==> src/rtl/mem_pkg.sv <==
// Shared types and lane helpers for the memory stage.
// Size encoding follows the execute-stage control bundle.
package mem_pkg;

  typedef enum logic [1:0] {
    MSZ_BYTE = 2'd0,
    MSZ_HALF = 2'd1,
    MSZ_WORD = 2'd2
  } msize_e;

  typedef enum logic [2:0] {
    S_IDLE,
    S_ADDR,
    S_DATA,
    S_DONE,
    S_DRAIN
  } mstate_e;

  function automatic logic misaligned(
    input logic [1:0] sz,
    input logic [1:0] off
  );
    logic m;
    if (sz == MSZ_BYTE)
      m = 1'b0;
    else if (sz == MSZ_HALF)
      m = off[0];
    else
      m = (off != 2'b00);
    return m;
  endfunction

  function automatic logic [3:0] strobe_of(
    input logic [1:0] sz,
    input logic [1:0] off
  );
    logic [3:0] s;
    case (sz)
      MSZ_BYTE: s = 4'b0001 << off;
      MSZ_HALF: s = 4'b0011 << off;
      default:  s = 4'b1111;
    endcase
    return s;
  endfunction

  function automatic logic [31:0] replicate(
    input logic [31:0] wd,
    input logic [1:0]  sz
  );
    logic [31:0] r;
    case (sz)
      MSZ_BYTE: r = {4{wd[7:0]}};
      MSZ_HALF: r = {2{wd[15:0]}};
      default:  r = wd;
    endcase
    return r;
  endfunction

  function automatic logic [31:0] extend(
    input logic [31:0] lane,
    input logic [1:0]  sz,
    input logic        sx
  );
    logic [31:0] e;
    case (sz)
      MSZ_BYTE: e = {{24{sx & lane[7]}}, lane[7:0]};
      MSZ_HALF: e = {{16{sx & lane[15]}}, lane[15:0]};
      default:  e = lane;
    endcase
    return e;
  endfunction

endpackage

==> src/rtl/mem_lane_align.sv <==
// Byte-lane strobe / store replication and load extraction.
// Purely combinational; shared with the cache model.
module mem_lane_align
  import mem_pkg::*;
(
  input  logic [1:0]  size,
  input  logic        sign_ext,
  input  logic [1:0]  offset,
  input  logic [31:0] wdata,
  input  logic [31:0] rdata,
  output logic [3:0]  strobe,
  output logic [31:0] wdata_lane,
  output logic [31:0] rdata_ext
);

  logic [31:0] lane;

  assign lane       = rdata >> {offset, 3'b000};
  assign strobe     = strobe_of(size, offset);
  assign wdata_lane = replicate(wdata, size);
  assign rdata_ext  = extend(lane, size, sign_ext);

endmodule

==> src/rtl/memory_access.sv <==
// Memory stage: alignment check, dcache handshake, load
// extraction and write-back presentation.
module memory_access
  import mem_pkg::*;
(
  input  logic        clk,
  input  logic        resetn,
  input  logic        in_valid,
  input  logic        in_is_load,
  input  logic        in_is_store,
  input  logic [1:0]  in_size,
  input  logic        in_sign_ext,
  input  logic [31:0] in_addr,
  input  logic [31:0] in_wdata,
  input  logic [4:0]  in_writereg,
  input  logic        in_regwrite,
  input  logic        advance,
  input  logic        flush,
  output logic        dreq_valid,
  output logic        dreq_write,
  output logic [31:0] dreq_addr,
  output logic [1:0]  dreq_size,
  output logic [3:0]  dreq_strobe,
  output logic [31:0] dreq_wdata,
  input  logic        daddr_ok,
  input  logic        ddata_ok,
  input  logic [31:0] drdata,
  output logic        stall,
  output logic        out_valid,
  output logic [31:0] out_result,
  output logic [4:0]  out_writereg,
  output logic        out_regwrite,
  output logic        out_adel,
  output logic        out_ades,
  output logic [31:0] out_badvaddr
);

  mstate_e     state;
  logic [31:0] data_q;
  logic        mem_op;
  logic        mis;
  logic        go;
  logic        req;
  logic        stall_i;
  logic [3:0]  strb;
  logic [31:0] wlane;
  logic [31:0] load_ext;

  assign mem_op = in_valid & (in_is_load | in_is_store);
  assign mis    = misaligned(in_size, in_addr[1:0]);
  assign go     = mem_op & ~mis & ~flush;
  assign req    = go & (state == S_IDLE ||
                        state == S_ADDR);

  mem_lane_align u_align (
    .size       (in_size),
    .sign_ext   (in_sign_ext),
    .offset     (in_addr[1:0]),
    .wdata      (in_wdata),
    .rdata      (drdata),
    .strobe     (strb),
    .wdata_lane (wlane),
    .rdata_ext  (load_ext)
  );

  always_ff @(posedge clk or negedge resetn) begin
    if (!resetn) begin
      state  <= S_IDLE;
      data_q <= '0;
    end else begin
      unique case (state)
        S_IDLE, S_ADDR: begin
          if (!req) begin
            state <= S_IDLE;
          end else if (daddr_ok & ddata_ok) begin
            data_q <= load_ext;
            state  <= S_DONE;
          end else if (daddr_ok) begin
            state <= S_DATA;
          end else begin
            state <= S_ADDR;
          end
        end
        S_DATA: begin
          if (flush) begin
            state <= ddata_ok ? S_IDLE : S_DRAIN;
          end else if (ddata_ok) begin
            data_q <= load_ext;
            state  <= S_DONE;
          end
        end
        S_DONE: begin
          if (advance | flush)
            state <= S_IDLE;
        end
        S_DRAIN: begin
          if (ddata_ok)
            state <= S_IDLE;
        end
        default: state <= S_IDLE;
      endcase
    end
  end

  // Outputs are forced low while reset is held.
  assign stall_i = (state == S_DRAIN) |
                   (go & (state != S_DONE));
  assign stall   = resetn & stall_i;

  assign dreq_valid  = resetn & req;
  assign dreq_write  = dreq_valid & in_is_store;
  assign dreq_addr   = dreq_valid ? in_addr : '0;
  assign dreq_size   = dreq_valid ? in_size : '0;
  assign dreq_strobe = dreq_valid ? strb : '0;
  assign dreq_wdata  = dreq_valid ? wlane : '0;

  assign out_valid = resetn & in_valid &
                     ~flush & ~stall_i;
  assign out_adel  = out_valid & in_is_load & mis;
  assign out_ades  = out_valid & in_is_store & mis;

  assign out_badvaddr = (out_adel | out_ades) ?
                        in_addr : '0;

  assign out_result =
    !resetn ? '0 :
    (in_is_load && state == S_DONE) ? data_q :
    in_addr;

  assign out_writereg = resetn ? in_writereg : '0;
  assign out_regwrite = out_valid & in_regwrite &
                        ~in_is_store &
                        ~(in_is_load & mis);

endmodule

==> config.mk <==
export PLATFORM = sky130hd
export DESIGN_NAME = memory_access
export DESIGN_NICKNAME = d
export VERILOG_FILES = /design/src/rtl/mem_pkg.sv /design/src/rtl/mem_lane_align.sv /design/src/rtl/memory_access.sv
export SDC_FILE = /design/constraint.sdc
export NUM_CORES = 1
export LEC_CHECK = 0
export CAP_MARGIN = 20
export CELL_PAD_IN_SITES_DETAIL_PLACEMENT = 1
export CELL_PAD_IN_SITES_GLOBAL_PLACEMENT = 1
export CORE_ASPECT_RATIO = 2
export CORE_MARGIN = 8
export CORE_UTILIZATION = 26
export CTS_CLUSTER_DIAMETER = 120
export CTS_CLUSTER_SIZE = 14
export DETAILED_ROUTE_END_ITERATION = 6
export GPL_TIMING_DRIVEN = 0
export MAX_ROUTING_LAYER = met4
export PLACE_DENSITY_LB_ADDON = 0.1
export SLEW_MARGIN = 15
export SYNTH_ARGS = -nofsm -noshare
export SYNTH_HDL_FRONTEND = slang
export SYNTH_HIERARCHICAL = 1
export SYNTH_SLANG_ARGS = --single-unit
==> constraint.sdc <==
create_clock -name clk -period 2.63 [get_ports clk]
set_input_delay 0.526 -clock clk [delete_from_list [all_inputs] [get_ports clk]]
set_output_delay 0.526 -clock clk [all_outputs]
set_load 0.02 [all_outputs]
==> metrics.csv <==
metric,value,unit
status,"finished, violations left",
violations,setup timing,
core-area,16100,um2
design_area,8040,um2
worst_pin_slew,0.795,ns
ctsHoldBuffers,0,
clk-insertion-delay-late,0.28,ns
clock-sinks,35,
area_growth,90.7,%
num_vias,4847,
rsz0062_at_grt,true,
hp-class,in -> async,
drive_gt1_share,43.3,%
dp_hpwl,16300,um
clk_pin_slew_worst_paths,0.06,ns
nets,925,
cp-endpoint,dreq_write,
ys_types,39,
finalClockSkew,0.00632,ns
busiest_layer,met2,
drtIter0Drc,94,
ctsHtreeMaxLevel,2,
peakVddDrop,0.000277,V
antenna_cells,0,
cts_made_buffers,5,
die_h,196,um
yosysSeqAreaShare,20.8,%
globalRouteOverflowTotal,0,
finalCritPeriodShare,102,%
p_total,2.57,mW
startpoint,in_size[0],
p_leak,3.75,nW
place.gp.congestion,0.867,
arrival,2.15,ns
drv_cap,0,
fmax,0.374,GHz
layout_common_cells,"clkdlybuf4s50_1 (109), nand2_1 (99), buf_6 (76), and2_4 (66), and2_1 (43)",
routed_wl,20200,um
met2_usage,35.1,%
worstPathMaxFanout,5,
fill_cells,1878,
cts-root-buf,clkbuf_16,
final_common_cell,clkdlybuf4s50_1,
grt_pass1_wl,31000,um
synth_compound_area_share,16.6,%
synth_seq_cells,35,
synthMuxAreaShare,23.8,%
required,2.10,ns
drc,0,
crit_type,in -> out,
clk_path_buf_depth,2,
fin_ws,-0.0445,ns
synth_edf_count,0,
syn_nets,634,
r2r_slack,0.77,ns
cts_tree,built,
port_buffers,259,
drtPass1Iterations,4,
grt_pass1_vias,5303,
rows,66,
grt_max_degree,18,
gr-usage-met3,3.29,%
synthSimpleGateAreaFrac,31.0,%
placed_area,7090,um2
reg2reg_from,state[2],
start_util,26.2,%
fin_crit,2.67,ns
antenna_found_initial,0,
slew_violations,0,
startpoint_type,input pin,
dieArea,20800,um2
ys.flop_type,dfrtp_1,
async_flop_share,100,%
setup_viol,37,
postSynthAreaPerCell,8.11,um2
grt_util_all_layers,19.5,%
wl_per_cell,19.9,um
io_pins,260,
r2r-end,data_q[7],
synth_top_family_by_area,simple AND/OR/NAND/NOR gates,
synth-adder-area-share,0,%
hold_viol,0,
grt_use_met1,21.8,%
die_x,106,um
crit_path_end_kind,output pin,
post_drt_via_cell_ratio,4.77,
whs,0.0309,ns
slew_headroom,46.9,%
synth_xor_area_share,0,%
power.density,319,nW/um2
netlist_instances,520,
yosysWarningCount,6,
ant_nets,0,
syn-cell-area,4220,um2
r2r_cells,5,
==> stage by stage <==
| stage | instances | setup WS [ns] | TNS (ns) | utilization, % |
|---|---|---|---|---|
| global placement | 983 | -2.99 | -298.22 | 43.9 |
| global route | 1016 | -0.0838 | -2.64 | 50.0 |
| detailed placement | 985 | -1.62 | -193.82 | 44.0 |
| floorplan | 520 | 0.105 | 0 | - |
| CTS | 1007 | -0.0781 | -3.06 | 49.6 |
| finish | 1016 | -0.0445 | -0.891 | 50.0 |
==> cell usage after synthesis, drive strengths merged, types with 6 or more instances <==
cell | instances | area share [%]
a21boi | 32 | 5.7
o21ai | 18 | 2.1
dfrtp | 35 | 21
o211ai | 17 | 3.1
nor2 | 6 | 0.53
mux2 | 58 | 18
mux2i | 23 | 5.5
and2 | 109 | 16
a21oi | 20 | 2.5
nand2b | 6 | 0.89
clkbuf | 23 | 2.2
buf | 31 | 5.2
nand2 | 99 | 8.8
or2 | 7 | 1.0
==> critical path, stage by stage <==
cell,delay (ns)
buf_8,0.10
o21a_4,0.23
a2111oi_4,0.35
and3_4,0.30
buf_12,0.12
buf_16,0.13
clkbuf_16,0.14
and2_4,0.13
buf_6,0.11
==> routing by layer <==
| layer | vias up | part of all wire, % |
|---|---|---|
| met5 | - | 0 |
| met3 | 18 | 4.4 |
| met4 | 0 | 1.4 |
| met2 | 169 | 53 |
| li1 | 2334 | - |
| met1 | 2326 | 41 |
==> worst min path at each step <==
stage,endpoint
floorplan,data_q[0]
global placement,data_q[27]
detailed placement,data_q[20]
CTS,data_q[20]
global route,data_q[20]
finish,data_q[20]
==> area by class of cell <==
type / instances / area (um2) / area share, %
buffer: 50 / 439 / 5.46
clock buffer: 5 / 125 / 1.56
clock inverter: 3 / 43.8 / 0.544
inverter: 4 / 15.0 / 0.187
multi-input combinational: 427 / 3270 / 40.7
sequential: 35 / 880 / 10.9
tap: 204 / 255 / 3.17
timing repair buffer: 288 / 3020 / 37.5
==> cells by family after synthesis <==
kind of cell / count (synthesis)
muxes: 81
AOI/OAI and AO/OA: 97
and+or+nand+nor: 249
DFF: 35
buffers and inverters: 58
==> report_power, final <==
group          internal (mW)  total [mW]  switching, mW
clock                  0.447       0.684          0.237
sequential             0.702       0.815          0.113
combinational          0.641        1.07          0.427
total                   1.79        2.57          0.778
==> state kept, by name (all words and copies together) (netlist names) <==
signal and cells:
state 3, data_q 32
==> repair_timing <==
item | CTS | global route
buffers inserted | 7 | 10
gates resized for setup | 753 | 41
setup endpoints to repair | 176 | 129
cloned | 10 | 0
pin swaps | 45 | 13
Note: power is estimated with default switching activity, not from simulation.
